[src/rtl/trap_ctrl_unit.sv]
// trap_ctrl_unit
// Machine-mode trap controller that sits beside the MEM stage of a 5-stage
// RISC-V pipeline. It owns the trap CSRs, decides each cycle between
// exception / interrupt / mret / wfi, and turns that decision into a
// registered one-cycle redirect + flush pulse for the PC mux and pipeline
// registers.
//
// Ports
//   clk, rst                      clock, synchronous active-high reset
//   csr_rw_in, csr_wsc_mode_in    CSR access valid, 01 write / 10 set / 11 clear / 00 read
//   csr_rw_addr_in, csr_wdata_in  CSR address and already-muxed write operand
//   csr_r_data_out                combinational read of the addressed CSR (pre-edge value)
//   irq_in                        level-sensitive local interrupt lines (mip bit 16+i)
//   illegal_inst, l_access_fault,
//   s_access_fault, ecall_m       MEM-stage exceptions
//   mret, wfi, inst_valid         MEM-stage instructions / MEM holds a real instruction
//   epc_cur, epc_next             PC of the MEM instruction and of its successor
//   bad_addr, bad_inst            mtval sources
//   PC_redirect, redirect_mux     registered redirect target and one-cycle pulse
//   reg_*_flush                   registered pipeline-register flushes
//   RegWrite_cancel               combinational kill of MEM writeback on exception
//   stall_wfi                     freeze the pipeline while sleeping in WFI
//   dbg_state_out                 current FSM state (0 RUN, 1 FLUSH, 2 WAIT)
//
// Handshake: there is no valid/ready pairing here. Every MEM-stage input is a
// single-cycle qualifier sampled in the cycle it is high; the controller never
// back-pressures except through stall_wfi, and the redirect pulse is
// fire-and-forget for exactly one cycle.
module trap_ctrl_unit #(
  parameter int unsigned      XLEN      = 32,
  parameter int unsigned      NUM_IRQ   = 8,
  parameter bit               VECTORED  = 1'b1,
  parameter logic [XLEN-1:0]  MTVEC_RST = '0
) (
  input  logic               clk,
  input  logic               rst,
  input  logic               csr_rw_in,
  input  logic [1:0]         csr_wsc_mode_in,
  input  logic [11:0]        csr_rw_addr_in,
  input  logic [XLEN-1:0]    csr_wdata_in,
  output logic [XLEN-1:0]    csr_r_data_out,
  input  logic [NUM_IRQ-1:0] irq_in,
  input  logic               illegal_inst,
  input  logic               l_access_fault,
  input  logic               s_access_fault,
  input  logic               ecall_m,
  input  logic               mret,
  input  logic               wfi,
  input  logic               inst_valid,
  input  logic [XLEN-1:0]    epc_cur,
  input  logic [XLEN-1:0]    epc_next,
  input  logic [XLEN-1:0]    bad_addr,
  input  logic [XLEN-1:0]    bad_inst,
  output logic [XLEN-1:0]    PC_redirect,
  output logic               redirect_mux,
  output logic               reg_FD_flush,
  output logic               reg_DE_flush,
  output logic               reg_EM_flush,
  output logic               reg_MW_flush,
  output logic               RegWrite_cancel,
  output logic               stall_wfi,
  output logic [1:0]         dbg_state_out
);

  typedef enum logic [1:0] {
    ST_RUN   = 2'd0,
    ST_FLUSH = 2'd1,
    ST_WAIT  = 2'd2
  } state_e;

  localparam logic [11:0] A_MSTATUS  = 12'h300;
  localparam logic [11:0] A_MIE      = 12'h304;
  localparam logic [11:0] A_MTVEC    = 12'h305;
  localparam logic [11:0] A_MSCRATCH = 12'h340;
  localparam logic [11:0] A_MEPC     = 12'h341;
  localparam logic [11:0] A_MCAUSE   = 12'h342;
  localparam logic [11:0] A_MTVAL    = 12'h343;
  localparam logic [11:0] A_MIP      = 12'h344;

  // Only the local-interrupt enables exist in mie.
  localparam logic [XLEN-1:0] MIE_MASK = XLEN'(((64'd1 << NUM_IRQ) - 64'd1) << 16);

  // State and CSR registers
  state_e             state_q, state_d;
  logic               mstatus_mie_q, mstatus_mie_d;
  logic               mstatus_mpie_q, mstatus_mpie_d;
  logic [XLEN-1:0]    mie_q, mie_d;
  logic [XLEN-1:0]    mtvec_q, mtvec_d;
  logic [XLEN-1:0]    mscratch_q, mscratch_d;
  logic [XLEN-1:2]    mepc_q, mepc_d;          // low bits are hardwired to zero
  logic [XLEN-1:0]    mcause_q, mcause_d;
  logic [XLEN-1:0]    mtval_q, mtval_d;

  // Registered outputs
  logic               redirect_q, redirect_d;
  logic [XLEN-1:0]    pc_redirect_q, pc_redirect_d;
  logic               flush_q, flush_d;        // FD/DE/EM
  logic               flush_mw_q, flush_mw_d;

  // Decision signals
  logic [XLEN-1:0]    mip_w;
  logic [XLEN-1:0]    pending;
  logic               pend_any;
  logic [4:0]         irq_code;
  logic               exc_any;
  logic [XLEN-1:0]    exc_cause;
  logic [XLEN-1:0]    exc_tval;
  logic               in_run, in_wait;
  logic               intr_ok;
  logic               take_exc, take_intr, take_trap, take_mret, go_wait, wake;
  logic               csr_commit;
  logic [XLEN-1:0]    rdata;
  logic [XLEN-1:0]    wval;
  logic [XLEN-1:0]    mtvec_base;
  logic [XLEN-1:0]    target;

  always_comb begin
    mip_w = '0;
    mip_w[16 +: NUM_IRQ] = irq_in;
  end

  assign pending  = mip_w & mie_q;
  assign pend_any = |pending;

  // Lowest pending index wins: scan from the top so the last hit is the lowest.
  always_comb begin
    irq_code = 5'd16;
    for (int i = int'(NUM_IRQ) - 1; i >= 0; i--) begin
      if (pending[16 + i]) irq_code = 5'(16 + i);
    end
  end

  assign exc_any = illegal_inst | l_access_fault | s_access_fault | ecall_m;

  always_comb begin
    if (illegal_inst)        exc_cause = XLEN'(2);
    else if (l_access_fault) exc_cause = XLEN'(5);
    else if (s_access_fault) exc_cause = XLEN'(7);
    else                     exc_cause = XLEN'(11);
  end

  always_comb begin
    if (illegal_inst)                          exc_tval = bad_inst;
    else if (l_access_fault | s_access_fault)  exc_tval = bad_addr;
    else                                       exc_tval = '0;
  end

  // Exceptions, mret and wfi only come from RUN; in FLUSH they belong to
  // squashed instructions. WAIT only reacts to interrupts.
  assign in_run    = (state_q == ST_RUN);
  assign in_wait   = (state_q == ST_WAIT);
  assign intr_ok   = mstatus_mie_q & inst_valid & pend_any;
  assign take_exc  = in_run & exc_any;
  assign take_intr = (in_run | in_wait) & ~take_exc & intr_ok;
  assign take_trap = take_exc | take_intr;
  assign take_mret = in_run & ~take_trap & mret;
  assign go_wait   = in_run & ~take_trap & ~take_mret & wfi;
  assign wake      = in_wait & pend_any;   // wake-up ignores mstatus.MIE
  assign csr_commit = in_run & csr_rw_in & (csr_wsc_mode_in != 2'b00)
                    & ~take_trap & ~take_mret;

  // CSR read mux (old value)
  always_comb begin
    rdata = '0;
    case (csr_rw_addr_in)
      A_MSTATUS: begin
        rdata[3] = mstatus_mie_q;
        rdata[7] = mstatus_mpie_q;
      end
      A_MIE:      rdata = mie_q;
      A_MTVEC:    rdata = mtvec_q;
      A_MSCRATCH: rdata = mscratch_q;
      A_MEPC:     rdata = {mepc_q, 2'b00};
      A_MCAUSE:   rdata = mcause_q;
      A_MTVAL:    rdata = mtval_q;
      A_MIP:      rdata = mip_w;
      default:    rdata = '0;
    endcase
  end

  assign csr_r_data_out = rdata;

  always_comb begin
    case (csr_wsc_mode_in)
      2'b01:   wval = csr_wdata_in;
      2'b10:   wval = rdata | csr_wdata_in;
      2'b11:   wval = rdata & ~csr_wdata_in;
      default: wval = rdata;
    endcase
  end

  // Redirect target; vectoring applies to interrupts only.
  assign mtvec_base = {mtvec_q[XLEN-1:2], 2'b00};

  always_comb begin
    if (take_mret)
      target = {mepc_q, 2'b00};
    else if (take_intr && VECTORED && (mtvec_q[1:0] == 2'b01))
      target = mtvec_base + (XLEN'(irq_code) << 2);
    else
      target = mtvec_base;
  end

  // Next-state
  always_comb begin
    state_d        = state_q;
    mstatus_mie_d  = mstatus_mie_q;
    mstatus_mpie_d = mstatus_mpie_q;
    mie_d          = mie_q;
    mtvec_d        = mtvec_q;
    mscratch_d     = mscratch_q;
    mepc_d         = mepc_q;
    mcause_d       = mcause_q;
    mtval_d        = mtval_q;

    if (csr_commit) begin
      case (csr_rw_addr_in)
        A_MSTATUS: begin
          mstatus_mie_d  = wval[3];
          mstatus_mpie_d = wval[7];
        end
        A_MIE:      mie_d      = wval & MIE_MASK;
        A_MTVEC:    mtvec_d    = wval;
        A_MSCRATCH: mscratch_d = wval;
        A_MEPC:     mepc_d     = wval[XLEN-1:2];
        A_MCAUSE:   mcause_d   = wval;
        A_MTVAL:    mtval_d    = wval;
        default: ;
      endcase
    end

    if (take_trap) begin
      if (take_exc) begin
        mepc_d   = epc_cur[XLEN-1:2];
        mcause_d = exc_cause;
        mtval_d  = exc_tval;
      end else begin
        mepc_d   = epc_next[XLEN-1:2];
        mcause_d = {1'b1, {(XLEN-6){1'b0}}, irq_code};
        mtval_d  = '0;
      end
      mstatus_mpie_d = mstatus_mie_q;
      mstatus_mie_d  = 1'b0;
    end else if (take_mret) begin
      mstatus_mie_d  = mstatus_mpie_q;
      mstatus_mpie_d = 1'b1;
    end

    case (state_q)
      ST_RUN: begin
        if (take_trap | take_mret) state_d = ST_FLUSH;
        else if (go_wait)          state_d = ST_WAIT;
      end
      ST_FLUSH: state_d = ST_RUN;
      ST_WAIT: begin
        if (take_intr) state_d = ST_FLUSH;
        else if (wake) state_d = ST_RUN;
      end
      default: state_d = ST_RUN;
    endcase

    redirect_d    = take_trap | take_mret;
    pc_redirect_d = (take_trap | take_mret) ? target : '0;
    flush_d       = take_trap | take_mret;
    flush_mw_d    = take_exc;   // an interrupted instruction still retires
  end

  always_ff @(posedge clk) begin
    if (rst) begin
      state_q        <= ST_RUN;
      mstatus_mie_q  <= 1'b0;
      mstatus_mpie_q <= 1'b0;
      mie_q          <= '0;
      mtvec_q        <= MTVEC_RST;
      mscratch_q     <= '0;
      mepc_q         <= '0;
      mcause_q       <= '0;
      mtval_q        <= '0;
      redirect_q     <= 1'b0;
      pc_redirect_q  <= '0;
      flush_q        <= 1'b0;
      flush_mw_q     <= 1'b0;
    end else begin
      state_q        <= state_d;
      mstatus_mie_q  <= mstatus_mie_d;
      mstatus_mpie_q <= mstatus_mpie_d;
      mie_q          <= mie_d;
      mtvec_q        <= mtvec_d;
      mscratch_q     <= mscratch_d;
      mepc_q         <= mepc_d;
      mcause_q       <= mcause_d;
      mtval_q        <= mtval_d;
      redirect_q     <= redirect_d;
      pc_redirect_q  <= pc_redirect_d;
      flush_q        <= flush_d;
      flush_mw_q     <= flush_mw_d;
    end
  end

  assign PC_redirect     = pc_redirect_q;
  assign redirect_mux    = redirect_q;
  assign reg_FD_flush    = flush_q;
  assign reg_DE_flush    = flush_q;
  assign reg_EM_flush    = flush_q;
  assign reg_MW_flush    = flush_mw_q;
  // Combinational outputs are forced low while reset is asserted.
  assign RegWrite_cancel = ~rst & take_exc;
  assign stall_wfi       = ~rst & in_wait & ~pend_any;
  assign dbg_state_out   = state_q;

endmodule
[config.mk]
export PLATFORM = sky130hd
export DESIGN_NAME = trap_ctrl_unit
export DESIGN_NICKNAME = d
export VERILOG_FILES = /design/src/rtl/trap_ctrl_unit.sv
export SDC_FILE = /design/constraint.sdc
export NUM_CORES = 1
export LEC_CHECK = 0
export CAP_MARGIN = 20
export CORE_MARGIN = 5
export CORE_UTILIZATION = 34
export DETAILED_ROUTE_END_ITERATION = 7
export GPL_ROUTABILITY_DRIVEN = 0
export PLACE_DENSITY = 0.64
export SLEW_MARGIN = 10
export SYNTH_ARGS = -nofsm -noshare
export SYNTH_HDL_FRONTEND = slang
export SYNTH_SLANG_ARGS = --single-unit
export TNS_END_PERCENT = 5
[constraint.sdc]
create_clock -name clk -period 3.5 [get_ports clk]
set_input_delay 0.7 -clock clk [delete_from_list [all_inputs] [get_ports clk]]
set_output_delay 0.7 -clock clk [all_outputs]
set_load 0.1 [all_outputs]
==> results of run 1 <==
==> worst max path at each step <==
stage                 startpoint                 end  depth (start not counted)
3_5_place_dp           irq_in[6]     PC_redirect[24]                         15
4_1_cts        csr_rw_addr_in[1]  csr_r_data_out[18]                          8
5_1_grt        csr_rw_addr_in[7]  csr_r_data_out[13]                          9
3_3_place_gp           irq_in[6]     PC_redirect[28]                         15
2_1_floorplan          irq_in[4]           stall_wfi                          4
6_report       csr_rw_addr_in[7]  csr_r_data_out[19]                          8
==> worst register-to-register path, stage by stage, from the launching register on <==
cell and delay (ns):
dfxtp_1 0.40, nand2_1 0.07, a32o_1 0.25, a22oi_1 0.24
o21ai_0 0.16, and2_1 0.19, ha_1 0.21, fa_1 0.41
a21o_1 0.21, a21o_1 0.19, nand4_1 0.15, buf_12 0.15
nor3_1 0.06, xnor2_1 0.15, a21oi_1 0.15
==> repair_timing <==
| action | in CTS | in global routing |
|---|---|---|
| cloned | 3 | 0 |
| resized for setup | 35 | 4 |
| buffers inserted | 12 | 2 |
| endpoints found under the setup margin | 28 | 11 |
| pin swaps | 7 | 2 |
==> kinds of logic (layout without fill, tap and decap cells) <==
group,after synthesis,in the layout,share of synthesized area [%]
AO/OA/AOI/OAI,438,438,27.6
XOR/XNOR,56,56,4.21
adder cells (fa/ha/maj),4,4,0.493
buffers and inverters,149,496,5.50
flip-flops,202,202,34.7
multiplexers,52,52,6.90
other,1,2,0.0322
AND/OR/NAND/NOR,518,518,20.6
==> cell usage after synthesis (all sizes together), types with 15 or more instances <==
cell type	n
nand2	211
mux4	22
dfxtp	202
inv	26
buf	40
or3	16
mux2i	23
nor4	15
a22oi	39
a22o	42
nand3	37
o21ai	96
a21oi	93
xnor2	53
nor2	137
clkbuf	82
a211oi	51
and2	16
nor3	26
==> layer usage <==
metal / vias to the layer above / track usage [%] / wire length (microns)
li1: 5878 / - / -
met5: - / 0 / 13
met4: 2 / 6.59 / 1560
met2: 817 / 36.6 / 21200
met3: 119 / 5.48 / 5580
met1: 6011 / 36.6 / 21500
==> through the flow <==
| step | cells | setup TNS [ns] |
|---|---|---|
| 2_1_floorplan | 1421 | -3.10 |
| 3_3_place_gp | 2159 | -6.33 |
| 3_5_place_dp | 2159 | -8.43 |
| 4_1_cts | 2214 | 0 |
| 5_1_grt | 2216 | -0.00818 |
| 6_report | 2216 | 0 |
==> flip-flops by register name (all words and copies together) (netlist names) <==
signal,flops
PC_redirect,30
dbg_state_out,2
mcause_q,32
mepc_q,30
mie_q,8
mscratch_q,32
mstatus_mie_q,1
mstatus_mpie_q,1
mtval_q,32
mtvec_q,32
reg_DE_flush,1
reg_MW_flush,1
==> power by group through the flow <==
| stage | registers, mW | logic, mW | clock network, mW |
|---|---|---|---|
| after floorplan | 2.63 | 0.621 | 0 |
| after global placement | 2.57 | 1.30 | 0 |
| after detailed placement | 2.57 | 1.32 | 0 |
| after CTS | 2.52 | 1.33 | 2.45 |
| after global routing | 2.53 | 1.43 | 2.55 |
| final | 2.53 | 1.35 | 2.43 |
==> layout make-up <==
| cell class | instances | area [sq um] |
|---|---|---|
| clock buffer | 31 | 646 |
| clock inverter | 9 | 109 |
| fill | 3186 | 16600 |
| inverter | 27 | 101 |
| multi-input combinational | 1070 | 7120 |
| sequential | 202 | 4040 |
| tap | 448 | 561 |
| timing repair buffer | 429 | 4470 |
==> run_results.csv, run 1 <==
group,metric,value,unit
worst_hold_path,hp-start,"mscratch_q[27]",
sta,rsz0062_at_grt,"true",
critical_path,cp_max_fo,6,
final_layout,diodes,0,
sta,fin_skew,0.0118,ns
final_layout,final_common_cell,"nand2_1",
pwr,p_leak,6.20,nW
final_layout,nets,1949,
final_layout,fin_area,17100,sq um
synthesis,synth_top_area_cell,"dfxtp_1",
pwr,p_total,6.31,mW
floorplanning,start_util,34.6,%
floorplanning,boundaryPins,265,
synthesis,ys_async_sr_fraction,0,%
critical_path,worst-endpoint-required,2.80,ns
sta,setup_viol,0,
critical_path,path_cells,"dlygate4sd2_1 > or4_4 > buf_12 > buf_4 > nor4_4 > buf_4 > a221o_1 > buf_12",
synthesis,synth_cell_types,78,
sta,period_needed,3.46,ns
floorplanning,core,33700,sq um
clock_tree,cts_buffers,23,
job,max_cap_viol_count,0,
critical_path,crit_family,"simple AND/OR/NAND/NOR gates",
pwr,intPower,4.39,mW
synthesis,synth_flop_cell,"dfxtp_1",
synthesis,synth_top_area_share,34.7,%
sta,tightest_slew,1.12,ns
pwr,vdd_drop_max,0.000269,V
pwr,pwr-share-comb,21.3,%
worst_hold_path,hold_class,"reg2reg",
route,vias,12827,
floorplanning,die_width,195,microns
place,dpl.hpwl,38.3,mm
critical_path,r2r-end,"PC_redirect[28]",
clock_tree,hold_buffers,0,
route,routedWlPerCell,22.5,microns
critical_path,critPathBufInv,5,
synthesis,postSynthAreaPerCell,8.21,sq um
pwr,pwr-share-clk,38.6,%
route,detail-route-antenna-nets,0,
floorplanning,dieArea,38100,sq um
final_layout,syn2layout_area_growth,46.2,%
critical_path,worstSetupEndpointType,"output port",
final_layout,final_cell_mix,"nand2_1, clkdlybuf4s50_1, dfxtp_1",
floorplanning,die_h,195,microns
route,wl,49.8,mm
synthesis,synth_area_leaders,"dfxtp_1, nand2_1, nor2_1, mux4_2, xnor2_1",
pwr,share_seq_of_total_power,40.1,%
route,drt_iter0_drc,1852,
clock_tree,cts-root-buf,"clkbuf_16",
final_layout,fin_util,50.6,%
synthesis,yosysWarnings,0,
critical_path,worstSetupPathType,"in2out",
sta,fin_crit_sh,99.0,%
place,dp_slack,-0.285,ns
sta,fin_hold_ws,0.450,ns
clock_tree,clk_latency,0.52,ns
worst_hold_path,holdPathStages,2,
critical_path,crit_arrival,2.76,ns
clock_tree,clockBufferDepth,3,
global_route,first_global_vias,12032,
sta,max_freq,289,MHz
synthesis,yosysSeqAreaShare,34.7,%
place,placed_area,16000,sq um
sta,hold_viol_final,0,
pwr,p_per_area,370,nW/um^2
place,io_buffer_count,258,
global_route,grt_max_degree,60,
clock_tree,cts_tree,"done",
critical_path,slowest_stage,"or4_4",
clock_tree,clk_pin_slew_worst_paths,0.05,ns
run_status,outcome,"finished clean",
global_route,grt_pass1_wl,74.7,mm
floorplanning,rows,67,
critical_path,rrSetupSlack,0.42,ns
critical_path,max_stage_delay,0.55,ns
pwr,p_switching,1.92,mW
clock_tree,cts_max_level,1,
synthesis,synthCells,1420,
sta,setup_ws,0.0353,ns
global_route,grt_overflow,0,
critical_path,cp-start-kind,"input port",
route,drc,0,
sta,drv_slew,0,
worst_hold_path,whs_endpoint,"mscratch_q[27]",
critical_path,reg2regPathDepth,14,
clock_tree,cts.sinks,202,
global_route,track_usage,24.8,%
synthesis,ys_ff_latch,202,
route,via_per_inst,5.79,
global_route,antenna_found_initial,1,
pwr,sw_frac_of_total,30.4,%
route,first_pass_iters,5,
critical_path,r2r_start,"mie_q[22]",
synthesis,syn_area,11700,sq um
sta,relSlewSlack,25.0,%
final_layout,drive_gt1_share,20.5,%
synthesis,synth_edf_count,0,
Note: power is estimated with default switching activity, not from simulation.
==> run 2: changes to the inputs <==
CTS_CLUSTER_DIAMETER = 100   (was unset)
==> results of run 2 <==
Final layout, timing and power as in run 1 (identical DEF).
==> run 3: changes to the inputs <==
SKIP_CTS_REPAIR_TIMING = 1   (was unset)
==> run 3 against run 2 <==
- die area unchanged
- worst hold slack got worse by 0.00056 ns
- clock power about the same
- sequential cell count unchanged
- critical path depth increased by 1
- final area decreased by 0.12%
- global-route usage decreased by 0.35 points
- sequential power about the same
- cell count decreased by 0.27%
- via count increased by 0.17%
- sequential share of layout area about the same
- largest cell class unchanged
==> run_results.csv, run 3 (same netlist as run 1, synthesis figures left out) <==
group,metric,value,unit
run_status,outcome,"finished clean",
final_layout,fill_cells,3196,
place,dpl.hpwl,38.3,mm
pwr,p_per_area,370,nW/um^2
critical_path,max_stage_delay,0.45,ns
final_layout,final_common_cell,"nand2_1",
floorplanning,die_h,195,microns
sta,max_freq,288,MHz
pwr,vdd_drop_max,0.000266,V
final_layout,nets,1943,
final_layout,final_cell_mix,"nand2_1, clkdlybuf4s50_1, dfxtp_1",
floorplanning,die_width,195,microns
final_layout,seq_area,4040,sq um
floorplanning,boundaryPins,265,
pwr,p_leak,6.22,nW
clock_tree,clockBufferDepth,3,
sta,fin_crit_sh,99.4,%
place,io_buffer_count,258,
floorplanning,core,33700,sq um
sta,period_needed,3.48,ns
clock_tree,cts.sinks,202,
critical_path,path_cells,"clkdlybuf4s50_1 > or4_4 > buf_12 > nor4b_4 > buf_6 > buf_12 > buf_4 > a22o_4 > buf_12",
route,routedWlPerCell,22.6,microns
sta,relSlewSlack,25.5,%
clock_tree,cts_buffers,23,
global_route,antenna_found_initial,1,
pwr,p_total,6.31,mW
final_layout,drive_gt1_share,20.1,%
critical_path,cp-start-kind,"input port",
critical_path,worst-endpoint-required,2.80,ns
clock_tree,cts-root-buf,"clkbuf_16",
critical_path,slowest_stage,"or4_4",
sta,drv_slew,0,
sta,tightest_slew,1.11,ns
global_route,track_usage,24.5,%
clock_tree,cts_max_level,1,
sta,setup-tns-final,0,ns
sta,fin_skew,0.00886,ns
route,detail-route-antenna-nets,0,
sta,setup_viol,0,
clock_tree,clk_pin_slew_worst_paths,0.05,ns
sta,hold_viol_final,0,
route,drc,0,
critical_path,critPathBufInv,6,
critical_path,crit_family,"buffers and inverters",
floorplanning,rows,67,
clock_tree,clk_latency,0.52,ns
final_layout,diodes,0,
worst_hold_path,hold_class,"reg2reg",
floorplanning,dieArea,38100,sq um
final_layout,multiInputGateArea,7130,sq um
route,via_per_inst,5.81,
route,vias,12849,
clock_tree,cts_tree,"done",
route,wl,50.0,mm
global_route,grt_pass1_wl,73.6,mm
critical_path,crit_arrival,2.78,ns
route,drt_iter0_drc,1820,
global_route,grt_max_degree,60,
global_route,grt_overflow,0,
job,max_cap_viol_count,0,
route,first_pass_iters,6,
sta,fin_hold_ws,0.449,ns
critical_path,worstSetupPathType,"in2out",
critical_path,worstSetupEndpointType,"output port",
floorplanning,start_util,34.6,%
global_route,first_global_vias,11832,
critical_path,worst_path_most_repeated_cell,"buf_12",
final_layout,syn2layout_area_growth,46.0,%
critical_path,cp_max_fo,6,
-- run 3: cell count changes in the layout (fill, tap and decap cells not counted), sizes merged --
| cell | previous run | this run |
|---|---|---|
| buf | 218 | 210 |
| bufbuf | 2 | 0 |
| clkbuf | 31 | 35 |
| clkdlybuf4s50 | 204 | 205 |
| dlygate4sd2 | 5 | 0 |
| dlymetal6s2s | 0 | 4 |
-- run 3: area by class of cell --
type | count | share of cell area (%)
flip-flops and latches | 202 | 23.7
well taps | 448 | 3.29
clock buffers | 31 | 3.79
repair buffers | 423 | 26.1
multi-input cells | 1070 | 41.9
inverters | 27 | 0.595
clock inverters | 9 | 0.639
-- run 3: metal layers --
| metal | share of wire [%] | global-route usage [%] |
|---|---|---|
| met5 | 0.022 | 0 |
| met4 | 2.9 | 5.56 |
| met3 | 12 | 5.51 |
| met2 | 43 | 36.5 |
| met1 | 42 | 36.1 |
-- run 3: worst paths after layout --
check                                    endpoint               from  slack (ns)  cells after the start
worst max register to register    PC_redirect[28]          mie_q[22]        0.45                     14
worst min register to register     mscratch_q[27]     mscratch_q[27]        0.45                      2
worst max-delay path            csr_r_data_out[9]  csr_rw_addr_in[3]        0.02                      9
worst min-delay path               mscratch_q[27]     mscratch_q[27]        0.45                      2
-- run 3: power by group --
part,internal [mW],leakage (nW),switching [mW],total (mW)
Sequential,2.41,1.65,0.123,2.53
Clock,1.44,0.370,0.988,2.43
Combinational,0.547,4.20,0.801,1.35
-- run 3: worst register-to-register path: stages, from the launching register on --
cell	delay, ns
dfxtp_1	0.40
nand2_1	0.07
a32o_1	0.25
a22oi_1	0.23
o21ai_0	0.15
and2_1	0.18
ha_1	0.21
fa_1	0.41
a21o_1	0.21
a21o_1	0.19
nand4_1	0.15
buf_12	0.15
nor3_1	0.06
xnor2_1	0.17
a21oi_1	0.09
-- run 3: through the flow --
step / setup slack [ns] / util (%) / instances / cell area, sq um
after floorplan: -0.532 / - / 1421 / 11700
after global placement: -0.241 / 47.4 / 2159 / 16000
after detailed placement: -0.285 / 47.4 / 2159 / 16000
after CTS: -0.204 / 49.7 / 2199 / 16700
after global routing: -0.00467 / 50.5 / 2210 / 17000
final: 0.0219 / 50.5 / 2210 / 17000
